$ cat src/rtl/seqmult_dispatcher_if.sv
// Operand, core and result channels of the sequential multiplier dispatcher.
// The dispatcher takes the slave side; the producer, core and consumer take the master side.
interface seqmult_dispatcher_if #(
  parameter int N = 32
);
  logic           in_valid;
  logic           in_ready;
  logic [N-1:0]   in_a;
  logic [N-1:0]   in_b;
  logic [N-1:0]   mul_a;
  logic [N-1:0]   mul_b;
  logic           mul_en;
  logic [2*N-1:0] mul_product;
  logic           mul_done;
  logic           out_valid;
  logic           out_ready;
  logic [2*N-1:0] out_result;

  modport slave (
    input  in_valid, in_a, in_b, mul_product, mul_done, out_ready,
    output in_ready, mul_a, mul_b, mul_en, out_valid, out_result
  );

  modport master (
    output in_valid, in_a, in_b, mul_product, mul_done, out_ready,
    input  in_ready, mul_a, mul_b, mul_en, out_valid, out_result
  );
endinterface

$ cat src/rtl/seqmult_dispatcher.sv
// Buffers operand pairs in a small FIFO, issues them one at a time to a sequential
// multiplier core and holds each 2N-bit product until the consumer accepts it.
module seqmult_dispatcher #(
  parameter int N     = 32,
  parameter int DEPTH = 4
) (
  input  logic                   clk,
  input  logic                   reset,
  seqmult_dispatcher_if.slave    bus,
  output logic [$clog2(DEPTH):0] count,
  output logic                   busy,
  output logic                   err_spurious
);
  localparam int AW = $clog2(DEPTH);
  localparam int CW = AW + 1;

  localparam logic [1:0] IDLE = 2'd0;
  localparam logic [1:0] RUN  = 2'd1;
  localparam logic [1:0] OUT  = 2'd2;

  logic [1:0]    state;
  logic [AW-1:0] wr_ptr;
  logic [AW-1:0] rd_ptr;
  logic [N-1:0]  fifo_a [DEPTH];
  logic [N-1:0]  fifo_b [DEPTH];
  logic          push;
  logic          pop;

  // No pop credit in in_ready: a full FIFO stays closed during its pop cycle.
  assign bus.in_ready = (count != CW'(DEPTH));
  assign push         = bus.in_valid & bus.in_ready;
  assign pop          = (state == IDLE) && (count != '0);
  assign busy         = (state != IDLE) || (count != '0);

  always_ff @(posedge clk) begin
    if (push) begin
      fifo_a[wr_ptr] <= bus.in_a;
      fifo_b[wr_ptr] <= bus.in_b;
    end
  end

  always_ff @(posedge clk or posedge reset) begin
    if (reset) begin
      wr_ptr <= '0;
      rd_ptr <= '0;
      count  <= '0;
    end else begin
      if (push) wr_ptr <= wr_ptr + AW'(1);
      if (pop)  rd_ptr <= rd_ptr + AW'(1);
      count <= count + CW'(push) - CW'(pop);
    end
  end

  // Issue / run / hold; mul_en is low through OUT and IDLE so the core can re-arm.
  always_ff @(posedge clk or posedge reset) begin
    if (reset) begin
      state          <= IDLE;
      bus.mul_a      <= '0;
      bus.mul_b      <= '0;
      bus.mul_en     <= 1'b0;
      bus.out_valid  <= 1'b0;
      bus.out_result <= '0;
      err_spurious   <= 1'b0;
    end else begin
      case (state)
        IDLE: begin
          if (pop) begin
            bus.mul_a  <= fifo_a[rd_ptr];
            bus.mul_b  <= fifo_b[rd_ptr];
            bus.mul_en <= 1'b1;
            state      <= RUN;
          end
        end
        RUN: begin
          if (bus.mul_done) begin
            bus.out_result <= bus.mul_product;
            bus.out_valid  <= 1'b1;
            bus.mul_en     <= 1'b0;
            state          <= OUT;
          end
        end
        OUT: begin
          if (bus.out_valid && bus.out_ready) begin
            bus.out_valid <= 1'b0;
            state         <= IDLE;
          end
        end
        default: begin
          bus.mul_en <= 1'b0;
          state      <= IDLE;
        end
      endcase
      if (bus.mul_done && (state != RUN)) err_spurious <= 1'b1;
    end
  end
endmodule

$ cat src/flat_wrapper.sv
// flat-port wrapper written by rule: the top's interface ports become plain ports
module seqmult_dispatcher_flat 
#(
  parameter int N     = 32,
  parameter int DEPTH = 4
)
  (clk, reset, count, busy, err_spurious, bus_in_valid, bus_in_a, bus_in_b, bus_mul_product, bus_mul_done, bus_out_ready, bus_in_ready, bus_mul_a, bus_mul_b, bus_mul_en, bus_out_valid, bus_out_result);
  seqmult_dispatcher_if #(.N(N)) bus_i ();
  input  logic clk;
  input  logic reset;
  output logic [$clog2(DEPTH):0] count;
  output logic busy;
  output logic err_spurious;
  input wire logic [$bits(bus_i.in_valid)-1:0] bus_in_valid;
  input wire logic [$bits(bus_i.in_a)-1:0] bus_in_a;
  input wire logic [$bits(bus_i.in_b)-1:0] bus_in_b;
  input wire logic [$bits(bus_i.mul_product)-1:0] bus_mul_product;
  input wire logic [$bits(bus_i.mul_done)-1:0] bus_mul_done;
  input wire logic [$bits(bus_i.out_ready)-1:0] bus_out_ready;
  output wire logic [$bits(bus_i.in_ready)-1:0] bus_in_ready;
  output wire logic [$bits(bus_i.mul_a)-1:0] bus_mul_a;
  output wire logic [$bits(bus_i.mul_b)-1:0] bus_mul_b;
  output wire logic [$bits(bus_i.mul_en)-1:0] bus_mul_en;
  output wire logic [$bits(bus_i.out_valid)-1:0] bus_out_valid;
  output wire logic [$bits(bus_i.out_result)-1:0] bus_out_result;
  assign bus_i.in_valid = bus_in_valid;
  assign bus_i.in_a = bus_in_a;
  assign bus_i.in_b = bus_in_b;
  assign bus_i.mul_product = bus_mul_product;
  assign bus_i.mul_done = bus_mul_done;
  assign bus_i.out_ready = bus_out_ready;
  assign bus_in_ready = bus_i.in_ready;
  assign bus_mul_a = bus_i.mul_a;
  assign bus_mul_b = bus_i.mul_b;
  assign bus_mul_en = bus_i.mul_en;
  assign bus_out_valid = bus_i.out_valid;
  assign bus_out_result = bus_i.out_result;
  seqmult_dispatcher #(.N(N), .DEPTH(DEPTH)) u_core (.clk(clk), .reset(reset), .bus(bus_i), .count(count), .busy(busy), .err_spurious(err_spurious));
endmodule
$ cat config.mk
export PLATFORM = sky130hd
export DESIGN_NAME = seqmult_dispatcher_flat
export DESIGN_NICKNAME = d
export VERILOG_FILES = /design/src/rtl/seqmult_dispatcher_if.sv /design/src/rtl/seqmult_dispatcher.sv /design/src/flat_wrapper.sv
export SDC_FILE = /design/constraint.sdc
export NUM_CORES = 1
export LEC_CHECK = 0
export CAP_MARGIN = 10
export CORE_ASPECT_RATIO = 2
export CORE_MARGIN = 8
export CORE_UTILIZATION = 30
export CTS_BUF_LIST = sky130_fd_sc_hd__clkbuf_4
export CTS_CLUSTER_DIAMETER = 60
export DETAILED_ROUTE_END_ITERATION = 6
export MAX_ROUTING_LAYER = met4
export PLACE_DENSITY = 0.5
export SYNTH_ARGS = -nofsm -noshare
export SYNTH_HDL_FRONTEND = slang
export SYNTH_SLANG_ARGS = --single-unit
$ cat constraint.sdc
create_clock -name clk -period 12.35 [get_ports clk]
set_clock_uncertainty 0.15 [all_clocks]
set_input_delay 1.8525 -clock clk [delete_from_list [all_inputs] [get_ports clk]]
set_output_delay 1.8525 -clock clk [all_outputs]
set_load 0.01 [all_outputs]
* After elaboration in Yosys (flattened, before gate mapping)
Memories as Yosys holds them, arrays and structs flattened. A register that Yosys moved wholly into a read port is not among the register bits.
Index checks and enable logic that the tools add are counted.
** Word-level totals
- Memory bits (read-only) :: 0
- Bits in writable memories :: 256
- Input bits :: 133
- Memories :: 2
- Bits in latches :: 0
- Word-level logic and storage cells :: 48
- Flip-flop bits (word level) :: 76
** Memory list
- u_core.fifo_a :: depth 4, width 32, read ports 1, clocked after memory_dff 1, write ports 1, line seqmult_dispatcher.sv:24 : logic [N-1:0] fifo_a [DEPTH];
- u_core.fifo_b :: depth 4, width 32, read ports 1, clocked after memory_dff 1, write ports 1, line seqmult_dispatcher.sv:25 : logic [N-1:0] fifo_b [DEPTH];
** Operators by class
- Add/sub/neg operators :: 4
- Div/mod/pow operators :: 0
- $lt $le $gt $ge :: 0
- Multiplexer cells :: 12
- $mul :: 0
- Bitwise gates (word level) :: 2
- Shifts and indexed selects :: 0
- Reduce and logical (&&, ||, !) cells :: 13
- Eq/ne operators :: 7
** Operator list (number)
- $reduce_and 3->1 :: 3
- $mux 1 :: 6
- $mux 2 :: 3
- $ne 2x1->1 const B :: 3
- $pmux 2 s3 :: 1
- $add 2x1->2 const B :: 2
- $reduce_and 2->1 :: 2
- $reduce_bool 2->1 :: 2
- $add 3x1->3 :: 1
- $logic_and 1x1->1 :: 3
- $ne 3x3->1 const B :: 1
- $pmux 1 s3 :: 1
- $reduce_bool 3->1 :: 1
- $sub 3x1->3 :: 1
- $eq 2x1->1 const B :: 1
- $eq 2x2->1 const B :: 1
- $logic_not 2->1 :: 1
- $ne 2x2->1 const B :: 1
- $pmux 1 s2 :: 1
- $and 1x1->1 :: 1
- $logic_or 1x1->1 :: 1
- $not 1->1 :: 1

* Depth between registers and ports, before layout
Gate-level depths: netlist of run 1.
- Word-level depth :: 4
- Mapped depth :: 10

* Worst setup path before layout of run 1
OpenSTA, ideal clock, no wires.
- Path type :: input to register
- Start :: input port bus_in_valid
- End :: memory u_core.fifo_a[0][0], enable pin
- Arrival time :: 3776 ps
- Required time :: 11771 ps
- Path slack :: 7995 ps
- Stages :: 2
- Cell sequence :: a21boi_1 and2_1
** On the way
- Longest elaborated chain between the ends :: 3
** RTL lines
- from (decl) :: line flat_wrapper.sv:14 : input wire logic [$bits(bus_i.in_valid)-1:0] bus_in_valid;
- $and 1x1->1 :: line seqmult_dispatcher.sv:31 : assign push = bus.in_valid & bus.in_ready;
- $mux 1 :: line seqmult_dispatcher.sv:36 : if (push) begin
- $mux 1 (not written as such) :: line seqmult_dispatcher.sv:37 : fifo_a[wr_ptr] <= bus.in_a;
- to (decl) :: line seqmult_dispatcher.sv:24
Every way passes these cells.

* Final worst setup path of run 1
- Start :: register u_core.count[2]
- End :: output port busy
** On the way
- Longest elaborated chain between the ends :: 2
** RTL lines
- from (decl) :: line seqmult_dispatcher.sv:10 : output logic [$clog2(DEPTH):0] count,
- from (signal assigned) :: line seqmult_dispatcher.sv:50 : count <= count + CW'(push) - CW'(pop);
- $reduce_bool 3->1 :: line seqmult_dispatcher.sv:33 : assign busy = (state != IDLE) || (count != '0);
- $logic_or 1x1->1 :: line seqmult_dispatcher.sv:33
- to (decl) :: line flat_wrapper.sv:12 : output logic busy;
Every way passes these cells.

==> flow_summary.html, run 1 <==
<table>
<tr><th>Metric</th><th>Value</th></tr>
<tr><th colspan="2">Synth</th></tr>
<tr><td>Count of flip-flops with a built-in enable after synthesis</td><td>between 200 and 300</td></tr>
<tr><td>Asr flop ratio synth</td><td>a little over a third</td></tr>
<tr><td>Synth top cells by count</td><td>256 x sky130_fd_sc_hd__edfxtp_1, 140 x sky130_fd_sc_hd__dfrtp_1, 129 x sky130_fd_sc_hd__mux2_2</td></tr>
<tr><td>Total of flip-flops plus latches after synthesis</td><td>between 300 and 400</td></tr>
<tr><td>Proportion of netlist area held by the largest area contributor</td><td>a little over half</td></tr>
<tr><td>Most area-consuming cells after synthesis</td><td>sky130_fd_sc_hd__edfxtp_1 53%, sky130_fd_sc_hd__dfrtp_1 24%, sky130_fd_sc_hd__mux2_2 9.9%, sky130_fd_sc_hd__mux4_2 9.9%, sky130_fd_sc_hd__buf_6 0.77%</td></tr>
<tr><td>Post-synth net total</td><td>808</td></tr>
<tr><td>Number of cells produced by synthesis</td><td>roughly 670</td></tr>
<tr><td>Most numerous cell in the Yosys netlist</td><td>sky130_fd_sc_hd__edfxtp_1</td></tr>
<tr><td>Dominant synthesized flop cell</td><td>sky130_fd_sc_hd__edfxtp_1</td></tr>
<tr><td>Most area-hungry cell type in the Yosys netlist</td><td>sky130_fd_sc_hd__edfxtp_1</td></tr>
<tr><td>Synth Area per Inst</td><td>21.9 sq um</td></tr>
<tr><td>Unique cell type count in the Yosys netlist</td><td>24</td></tr>
<tr><td>Netlist area before placement</td><td>~15000 sq um</td></tr>
<tr><td>Post-synthesis sequential area ratio</td><td>76.6%</td></tr>
<tr><td>Yosys Warn Count</td><td>0</td></tr>
<tr><th colspan="2">Layout</th></tr>
<tr><td>Proportion of layout cells with a drive suffix above 1</td><td>33.2%</td></tr>
<tr><td># fillers</td><td>4555</td></tr>
<tr><td>Summed area of non-filler cells in the final layout</td><td>19200 sq um</td></tr>
<tr><td>Area added between synthesis and finish</td><td>31.6%</td></tr>
<tr><td>Area used by sequential logic in the layout</td><td>approximately 11000 sq um</td></tr>
<tr><td>Multi-input gate area in the final layout</td><td>~3200 sq um</td></tr>
<tr><td>Final layout net count</td><td>1146</td></tr>
<tr><th colspan="2">Die</th></tr>
<tr><td>Area of the die</td><td>~56000 sq um</td></tr>
<tr><td>Starting Density</td><td>30.3%</td></tr>
<tr><td>Top-level I/O count</td><td>269</td></tr>
<tr><td>Rows</td><td>~110</td></tr>
<tr><td>Die extent in y</td><td>between 300 and 400 microns</td></tr>
<tr><td>X dimension of the die</td><td>approximately 170 microns</td></tr>
<tr><td>Area of the core</td><td>just under 50000 sq um</td></tr>
<tr><th colspan="2">Detailed routing</th></tr>
<tr><td>ANT nets after route</td><td>0</td></tr>
<tr><td>Total iterations of the first detailed-routing run</td><td>4</td></tr>
<tr><td>Routed wirelength normalized by instance count</td><td>between 20 and 25 microns</td></tr>
<tr><td>Iteration-0 DRC Markers</td><td>about 290</td></tr>
<tr><td>Post-detailed-route via-to-cell ratio</td><td>around 4.4</td></tr>
<tr><td>Final routed wirelength across all metal layers</td><td>34.9 mm</td></tr>
<tr><td>Vias after detailed routing</td><td>roughly 7600</td></tr>
<tr><td>DRC</td><td>0</td></tr>
<tr><th colspan="2">STA</th></tr>
<tr><td>Slew @ Worst Pin</td><td>between 1 and 1.5 ns</td></tr>
<tr><td>Final Worst Setup Slack</td><td>8.01 ns</td></tr>
<tr><td>Period utilisation layout</td><td>a little over a third</td></tr>
<tr><td>Final number of setup-violating endpoints</td><td>0</td></tr>
<tr><td>Aggregate negative setup slack</td><td>0 ns</td></tr>
<tr><td>Max Fclk</td><td>0.230 GHz</td></tr>
<tr><td>Slew Limit Fails</td><td>0</td></tr>
<tr><td>Rel. slew slack</td><td>~28%</td></tr>
<tr><td>Setup repair after global routing missed its margin</td><td>false</td></tr>
<tr><td>Hold violation total from the final report</td><td>0</td></tr>
<tr><td>Clock period minus worst slack</td><td>between 4 and 5 ns</td></tr>
<tr><th colspan="2">Place</th></tr>
<tr><td>HPWL reported at the end of detailed placement</td><td>22.7 mm</td></tr>
<tr><td>Post-DP Area</td><td>~18000 sq um</td></tr>
<tr><td>Global placer's final weighted congestion</td><td>between 0.7 and 0.8</td></tr>
<tr><td># port buffers</td><td>approximately 270</td></tr>
<tr><td>Setup slack at placement</td><td>approximately 7.8 ns</td></tr>
<tr><th colspan="2">Pwr</th></tr>
<tr><td>Largest vdd supply drop</td><td>approximately 0.000097 V</td></tr>
<tr><td>Power density of the placed cells</td><td>about 250 nW/um^2</td></tr>
<tr><td>Total leakage power</td><td>between 6 and 7 nW</td></tr>
<tr><th colspan="2">Run status</th></tr>
<tr><td>Outcome</td><td>finished, final reports clean</td></tr>
<tr><th colspan="2">Setup path</th></tr>
<tr><td>Worst-path cell chain</td><td>or3_4, nand2b_1, clkdlybuf4s50_1</td></tr>
<tr><td>Sort of element at the start of the critical path</td><td>register</td></tr>
<tr><td>Delay of the slowest critical-path stage</td><td>around 0.51 ns</td></tr>
<tr><td>Worst EP arrival</td><td>around 2.3 ns</td></tr>
<tr><td>Crit Path Max Fanout</td><td>5</td></tr>
<tr><td>Start of the worst register-to-register path</td><td>u_core.rd_ptr[0]$_DFFE_PP0P_</td></tr>
<tr><td>Worst R2R End</td><td>u_core.bus.mul_b[27]$_DFFE_PP0P_</td></tr>
<tr><td>Nature of the critical path endpoint</td><td>output pin</td></tr>
<tr><td>Worst R2R Path Depth</td><td>3</td></tr>
<tr><td>Data required time at the worst endpoint</td><td>a little over 10 ns</td></tr>
<tr><td>Standard cell with the maximum stage delay on the critical path</td><td>sky130_fd_sc_hd__clkdlybuf4s50_1</td></tr>
<tr><td>Setup CP Type</td><td>reg2out</td></tr>
<tr><td>Register-to-register setup slack</td><td>roughly 9.6 ns</td></tr>
<tr><th colspan="2">CTS</th></tr>
<tr><td>Clk Latency, worst-skew pair</td><td>a little under 0.8 ns</td></tr>
<tr><td>CTS Hold Buffers Added</td><td>0</td></tr>
<tr><td>Clock tree from TritonCTS</td><td>built</td></tr>
<tr><td>Maximum clock insertion buffer count</td><td>3</td></tr>
<tr><td>Clock sink count</td><td>about 400</td></tr>
<tr><td>Clock-pin transition on the worst setup and hold timing paths</td><td>approximately 0.070 ns</td></tr>
<tr><td>Maximum level of the CTS H-tree</td><td>3</td></tr>
<tr><td>Root buffer selected by CTS</td><td>sky130_fd_sc_hd__clkbuf_4</td></tr>
<tr><td>Cts repair resizes</td><td>0</td></tr>
<tr><td>Cts bufs inserted</td><td>91</td></tr>
<tr><td>Total setup buffers inserted after CTS</td><td>0</td></tr>
<tr><th colspan="2">Global route</th></tr>
<tr><td>Number of antenna violations at the first check in global routing</td><td>2</td></tr>
<tr><td>Maximum number of pins on one net before global-route repair</td><td>between 80 and 90</td></tr>
<tr><td>Aggregate global routing overflow</td><td>0</td></tr>
<tr><td>First-pass GRT wire length</td><td>51.1 mm</td></tr>
<tr><td>Total routing usage reported by global routing</td><td>between 10% and 20%</td></tr>
<tr><td>Number of global-route vias before repair</td><td>8327</td></tr>
<tr><th colspan="2">Job</th></tr>
<tr><td>Max-cap violations</td><td>0</td></tr>
<tr><th colspan="2">Worst hold path</th></tr>
<tr><td>Hold depth</td><td>1</td></tr>
<tr><td>Hold endpoint</td><td>u_core.err_spurious$_DFFE_PP0P_</td></tr>
<tr><td>Hold path startpoint</td><td>u_core.err_spurious$_DFFE_PP0P_</td></tr>
<tr><td>Hold Path Class</td><td>reg2reg</td></tr>
</table>
-- cell usage in the layout (no fill, tap or decap), drive strengths merged, types with 4 or more instances in the layout --
master,instances
clkinv,27
mux4,64
mux2,129
inv,11
clkdlybuf4s50,268
dfrtp,140
nor2,6
ha,6
buf,6
nand2,8
clkbuf,136
and2,4
xnor2,4
edfxtp,256
-- cells by family (layout without fill, tap and decap cells) --
family          after synthesis  after routing  synth area share [%]
compound gates                7              7                 0.291
xor+xnor                      5              5                 0.300
fa+ha+maj                     7              7                 0.651
buf+inv                      38            454                  1.60
flops                       396            396                  76.6
mux                         193            193                  19.8
other cells                   0              2                     0
simple gates                 22             22                 0.728
-- power breakdown --
part	total [mW]	switching (mW)	internal (mW)
clock	1.08	0.511	0.572
combinational	1.65	0.701	0.946
sequential	2.06	0.207	1.85
total	4.79	1.42	3.37
-- worst max-delay path by stage --
stage	startpoint	to	slack (ns)	cells past startpoint
floorplan	reset	u_core.bus.mul_a[0]$_DFFE_PP0P_	6.59	1
global placement	bus_in_valid	u_core.fifo_b[1][25]$_DFFE_PP_	7.83	4
detailed placement	bus_in_valid	u_core.fifo_a[1][2]$_DFFE_PP_	7.79	4
CTS	u_core.count[2]$_DFF_PP0_	busy	7.87	3
global route	u_core.count[2]$_DFF_PP0_	busy	7.89	3
finish	u_core.count[2]$_DFF_PP0_	busy	8.01	3
-- stage by stage --
stage | power (mW) | std cells | hold slack, ns | utilization (%)
finish | 4.79 | 1724 | 0.335 | 39.9
global route | 5.09 | 1724 | 0.370 | 39.9
CTS | 4.93 | 1722 | 0.354 | 39.9
detailed placement | 3.81 | 1551 | 0.339 | 37.3
global placement | 3.78 | 1551 | 0.319 | 37.3
floorplan | 3.00 | 668 | 0.343 | -
-- routing by layer --
layer  global-route usage [%]  share of wire (%)  up-vias  wire [microns]
met5                        -                  0        -               0
met1                     12.2                 35     3857           12200
met4                     5.65                2.6        0             901
met2                     22.8                 55      282           19100
met3                     3.81                7.9       64            2770
li1                         -                  -     3361               -
-- flip-flops by register name, indices dropped and copies added, names as in the netlist --
signal / count
u_core.fifo_a: 128
u_core.state: 2
u_core.rd_ptr: 2
u_core.bus.mul_en: 1
u_core.count: 3
u_core.bus.out_valid: 1
u_core.wr_ptr: 2
u_core.err_spurious: 1
u_core.bus.mul_b: 32
u_core.bus.mul_a: 32
u_core.fifo_b: 128
u_core.bus.out_result: 64
-- critical path: cells and delay by family, from the launching register on --
family / cells / cell delay, ns
simple gates: 2 / 0.64
buf+inv: 1 / 0.51
flops: 1 / 0.43
-- layout make-up --
cell class,count,share of cell area (%)
diodes,2,0.0260
clock inverters,35,1.20
clock buffers,136,5.31
flip-flops and latches,396,58.3
multi-input cells,234,16.7
well taps,638,4.15
repair buffers,274,14.2
inverters,9,0.202
(Power assumes the default switching activity.)
==> run 2, diff against run 1 <==
--- a/config.mk
+++ b/config.mk
@@ -13,7 +13,7 @@
 export CTS_CLUSTER_DIAMETER = 60
 export DETAILED_ROUTE_END_ITERATION = 6
 export MAX_ROUTING_LAYER = met4
-export PLACE_DENSITY = 0.5
+export PLACE_DENSITY = 0.52
 export SYNTH_ARGS = -nofsm -noshare
 export SYNTH_HDL_FRONTEND = slang
 export SYNTH_SLANG_ARGS = --single-unit
==> constraint.sdc (replaced) <==
create_clock -name clk -period 3.8 [get_ports clk]
set_clock_uncertainty 0.15 [all_clocks]
set_input_delay 0.57 -clock clk [delete_from_list [all_inputs] [get_ports clk]]
set_output_delay 0.57 -clock clk [all_outputs]
set_load 0.01 [all_outputs]
==> run 2 against run 1 <==
Against the previous run:
- sequential power grew to 3.3 times the previous value
- cell count shrank 0.17%
- wire length grew 0.49%
- worst setup slack lost 7.2 ns
- die area is the same
- flip-flop and latch count is the same
- combinational power grew to 3.3 times the previous value
- non-clock buffer count grew 10
- critical path depth is the same
- critical endpoint unchanged
- via count shrank 0.11%
- global-route usage grew 0.21 points
==> flow_summary.html, run 2 (synthesized netlist as in run 1, its figures left out) <==
<table>
<tr><th>Metric</th><th>Value</th></tr>
<tr><th colspan="2">STA</th></tr>
<tr><td>Period utilisation layout</td><td>79.9%</td></tr>
<tr><td>Aggregate negative setup slack</td><td>0 ns (unchanged)</td></tr>
<tr><td>Rel. slew slack</td><td>28.9% (+0.55 points)</td></tr>
<tr><td>Slew Limit Fails</td><td>0 (unchanged)</td></tr>
<tr><td>Hold WS</td><td>0.105 ns (-0.230 ns)</td></tr>
<tr><td>Hold violation total from the final report</td><td>0 (unchanged)</td></tr>
<tr><td>Setup repair after global routing missed its margin</td><td>false</td></tr>
<tr><td>Final number of setup-violating endpoints</td><td>0 (unchanged)</td></tr>
<tr><td>Max Fclk</td><td>approximately 0.33 GHz</td></tr>
<tr><td>Slew @ Worst Pin</td><td>1.07 ns (-0.00827 ns)</td></tr>
<tr><td>Clock period minus worst slack</td><td>between 3 and 4 ns</td></tr>
<tr><th colspan="2">Global route</th></tr>
<tr><td>Aggregate global routing overflow</td><td>0 (unchanged)</td></tr>
<tr><td>First-pass GRT wire length</td><td>51.6 mm (+0.99%)</td></tr>
<tr><td>Maximum number of pins on one net before global-route repair</td><td>74 (-13%)</td></tr>
<tr><td>Number of antenna violations at the first check in global routing</td><td>2 (unchanged)</td></tr>
<tr><td>Total routing usage reported by global routing</td><td>12.9% (+0.21 points)</td></tr>
<tr><td>Number of global-route vias before repair</td><td>8522 (+2.3%)</td></tr>
<tr><th colspan="2">Detailed routing</th></tr>
<tr><td>Routed wirelength normalized by instance count</td><td>20.4 microns (+0.67%)</td></tr>
<tr><td>Post-detailed-route via-to-cell ratio</td><td>4.39 (about the same)</td></tr>
<tr><td>Vias after detailed routing</td><td>7556 (-0.11%)</td></tr>
<tr><td>DRC</td><td>0 (unchanged)</td></tr>
<tr><td>Iteration-0 DRC Markers</td><td>272 (-5.6%)</td></tr>
<tr><td>Final routed wirelength across all metal layers</td><td>35.1 mm (+0.49%)</td></tr>
<tr><td>Total iterations of the first detailed-routing run</td><td>4 (unchanged)</td></tr>
<tr><td>ANT nets after route</td><td>0 (unchanged)</td></tr>
<tr><th colspan="2">Die</th></tr>
<tr><td>Starting Density</td><td>30.3% (unchanged)</td></tr>
<tr><td>Area of the die</td><td>56400 sq um (unchanged)</td></tr>
<tr><td>Area of the core</td><td>48200 sq um (unchanged)</td></tr>
<tr><td>Die extent in y</td><td>328 microns (unchanged)</td></tr>
<tr><td>X dimension of the die</td><td>172 microns (unchanged)</td></tr>
<tr><td>Rows</td><td>114 (unchanged)</td></tr>
<tr><td>Top-level I/O count</td><td>269 (unchanged)</td></tr>
<tr><th colspan="2">Setup path</th></tr>
<tr><td>Start of the worst register-to-register path</td><td>u_core.count[0]$_DFF_PP0_</td></tr>
<tr><td>Register-to-register setup slack</td><td>1.44 ns (-8.12 ns)</td></tr>
<tr><td>Nature of the critical path endpoint</td><td>output pin</td></tr>
<tr><td>Launching element of the worst setup path</td><td>u_core.count[0]$_DFF_PP0_</td></tr>
<tr><td>Worst R2R End</td><td>u_core.count[2]$_DFF_PP0_</td></tr>
<tr><td>Standard cell with the maximum stage delay on the critical path</td><td>sky130_fd_sc_hd__clkdlybuf4s50_1</td></tr>
<tr><td>Sort of element at the start of the critical path</td><td>register</td></tr>
<tr><td>Crit Path Max Fanout</td><td>5 (unchanged)</td></tr>
<tr><td>Worst R2R Path Depth</td><td>8 (+5)</td></tr>
<tr><td>Worst EP arrival</td><td>2.32 ns (-0.02 ns)</td></tr>
<tr><td>Gate family responsible for the most delay along the worst path</td><td>simple AND/OR/NAND/NOR gates</td></tr>
<tr><td>Delay of the slowest critical-path stage</td><td>0.50 ns (about the same)</td></tr>
<tr><td>Buffering stage count on the worst path with inverters included</td><td>1 (unchanged)</td></tr>
<tr><td>Critical path depth</td><td>3 (unchanged)</td></tr>
<tr><td>End point of the critical path</td><td>busy</td></tr>
<tr><td>Data required time at the worst endpoint</td><td>3.08 ns (-7.27 ns)</td></tr>
<tr><td>Setup CP Type</td><td>reg2out</td></tr>
<tr><td>Worst-path cell chain</td><td>or3_4, nand2b_1, clkdlybuf4s50_1</td></tr>
<tr><th colspan="2">CTS</th></tr>
<tr><td>Clock sink count</td><td>396 (unchanged)</td></tr>
<tr><td>Clock-pin transition on the worst setup and hold timing paths</td><td>0.07 ns (about the same)</td></tr>
<tr><td>Root buffer selected by CTS</td><td>sky130_fd_sc_hd__clkbuf_4</td></tr>
<tr><td>Cts repair resizes</td><td>0 (unchanged)</td></tr>
<tr><td>Clk Latency, worst-skew pair</td><td>0.77 ns (about the same)</td></tr>
<tr><td>Clock tree from TritonCTS</td><td>built</td></tr>
<tr><td>Maximum level of the CTS H-tree</td><td>3 (unchanged)</td></tr>
<tr><td>Maximum clock insertion buffer count</td><td>3 (unchanged)</td></tr>
<tr><td>Total setup buffers inserted after CTS</td><td>0 (unchanged)</td></tr>
<tr><td>Cts bufs inserted</td><td>88 (-3.3%)</td></tr>
<tr><td>CTS Hold Buffers Added</td><td>0 (unchanged)</td></tr>
<tr><th colspan="2">Pwr</th></tr>
<tr><td>Largest vdd supply drop</td><td>0.000438 V (+350%)</td></tr>
<tr><td>Net load switching power</td><td>4.58 mW (+220%)</td></tr>
<tr><td>Sequential fraction of design power</td><td>43.9% (+0.9 points)</td></tr>
<tr><td>Power density of the placed cells</td><td>797 nW/um^2 (+220%)</td></tr>
<tr><td>Power share of the combinational group</td><td>35.5% (+1.1 points)</td></tr>
<tr><td>Clock power frac</td><td>20.6% (-2.0 points)</td></tr>
<tr><td>Total leakage power</td><td>6.92 nW (about the same)</td></tr>
<tr><td>Fraction of power spent switching nets</td><td>29.9% (+0.26 points)</td></tr>
<tr><td>Internal power contribution</td><td>10.7 mW (+220%)</td></tr>
<tr><th colspan="2">Worst hold path</th></tr>
<tr><td>Hold Path Class</td><td>in2async</td></tr>
<tr><th colspan="2">Place</th></tr>
<tr><td>Post-DP Area</td><td>18100 sq um (+0.97%)</td></tr>
<tr><td>HPWL reported at the end of detailed placement</td><td>24.1 mm (+6.2%)</td></tr>
<tr><td># port buffers</td><td>268 (unchanged)</td></tr>
<tr><td>Global placer's final weighted congestion</td><td>0.715 (-1.1%)</td></tr>
<tr><th colspan="2">Layout</th></tr>
<tr><td># fillers</td><td>4492 (-1.4%)</td></tr>
<tr><td>Most common library cell in the layout ignoring fill and taps</td><td>sky130_fd_sc_hd__clkdlybuf4s50_1</td></tr>
<tr><td>Most used cells in the layout excluding fill and tap cells</td><td>268 x sky130_fd_sc_hd__clkdlybuf4s50_1, 256 x sky130_fd_sc_hd__edfxtp_1, 138 x sky130_fd_sc_hd__dfrtp_1</td></tr>
<tr><td>Largest registers in the final layout</td><td>u_core.fifo_a (128), u_core.fifo_b (128), u_core.bus.out_result (64)</td></tr>
<tr><td>Area added between synthesis and finish</td><td>31.7% (about the same)</td></tr>
<tr><td>Proportion of layout cells with a drive suffix above 1</td><td>32.7% (-0.53 points)</td></tr>
<tr><td>Final layout net count</td><td>1153 (+0.61%)</td></tr>
<tr><td>Summed area of non-filler cells in the final layout</td><td>19200 sq um (about the same)</td></tr>
<tr><td>Finished Core Util</td><td>39.9% (about the same)</td></tr>
<tr><th colspan="2">Job</th></tr>
<tr><td>Max-cap violations</td><td>0 (unchanged)</td></tr>
<tr><th colspan="2">Run status</th></tr>
<tr><td>Outcome</td><td>finished, final reports clean</td></tr>
</table>
==> run 2: changes by cell type in the layout (fill, tap and decap cells not counted) <==
cell                         before  now
sky130_fd_sc_hd__clkinv_1        20   23
sky130_fd_sc_hd__clkinv_2         7    9
sky130_fd_sc_hd__buf_12           0    8
sky130_fd_sc_hd__clkinvlp_4       3    1
sky130_fd_sc_hd__buf_4            6    8
sky130_fd_sc_hd__clkbuf_4       136  122
sky130_fd_sc_hd__diode_2          2    3
sky130_fd_sc_hd__inv_6            1    0
sky130_fd_sc_hd__bufinv_16        3    1
==> run 2: final cells by class <==
| class | count | area [sq um] | area share [%] |
|---|---|---|---|
| clock inverters | 35 | 169 | 0.878 |
| repair buffers | 284 | 2900 | 15.1 |
| well taps | 638 | 798 | 4.15 |
| clock buffers | 122 | 916 | 4.76 |
| flip-flops and latches | 396 | 11200 | 58.2 |
| diodes | 3 | 7.51 | 0.0390 |
| multi-input cells | 234 | 3200 | 16.6 |
| inverters | 9 | 37.5 | 0.195 |
==> run 2: per-layer routing <==
| metal | GRT usage [%] | up-vias | wire [microns] |
|---|---|---|---|
| met2 | 24.7 | 280 | 20200 |
| met4 | 5.70 | 0 | 941 |
| li1 | - | 3364 | - |
| met1 | 11.0 | 3843 | 11000 |
| met3 | 3.97 | 69 | 2930 |
| met5 | - | - | 0 |
==> run 2: through the flow <==
stage	worst slack [ns]	power [mW]	cells
after floorplan	0.728	9.75	668
after global placement	0.856	12.4	1561
after detailed placement	0.882	12.5	1561
after CTS	0.625	15.8	1718
after global routing	0.622	16.3	1720
final	0.763	15.3	1721
==> run 2: power groups by stage <==
stage                     clock network, mW  registers (mW)  logic (mW)
after global routing                   3.51            6.92        5.87
after global placement                    0            6.82        5.58
after floorplan                           0            6.90        2.86
final                                  3.16            6.74        5.44
after CTS                              3.34            6.78        5.64
after detailed placement                  0            6.87        5.63
==> run 2: worst min path at each step <==
stage / startpoint / end / cells past startpoint
floorplan: u_core.err_spurious$_DFFE_PP0P_ / u_core.err_spurious$_DFFE_PP0P_ / 1
global placement: u_core.err_spurious$_DFFE_PP0P_ / u_core.err_spurious$_DFFE_PP0P_ / 1
detailed placement: u_core.err_spurious$_DFFE_PP0P_ / u_core.err_spurious$_DFFE_PP0P_ / 1
CTS: reset / u_core.bus.mul_a[26]$_DFFE_PP0P_ / 3
global route: reset / u_core.bus.mul_b[10]$_DFFE_PP0P_ / 3
finish: reset / u_core.bus.mul_b[10]$_DFFE_PP0P_ / 3
==> run 2: worst min-delay path: cells and delay by family <==
kind	cells	cell delay, ns
buf+inv	3	0.81
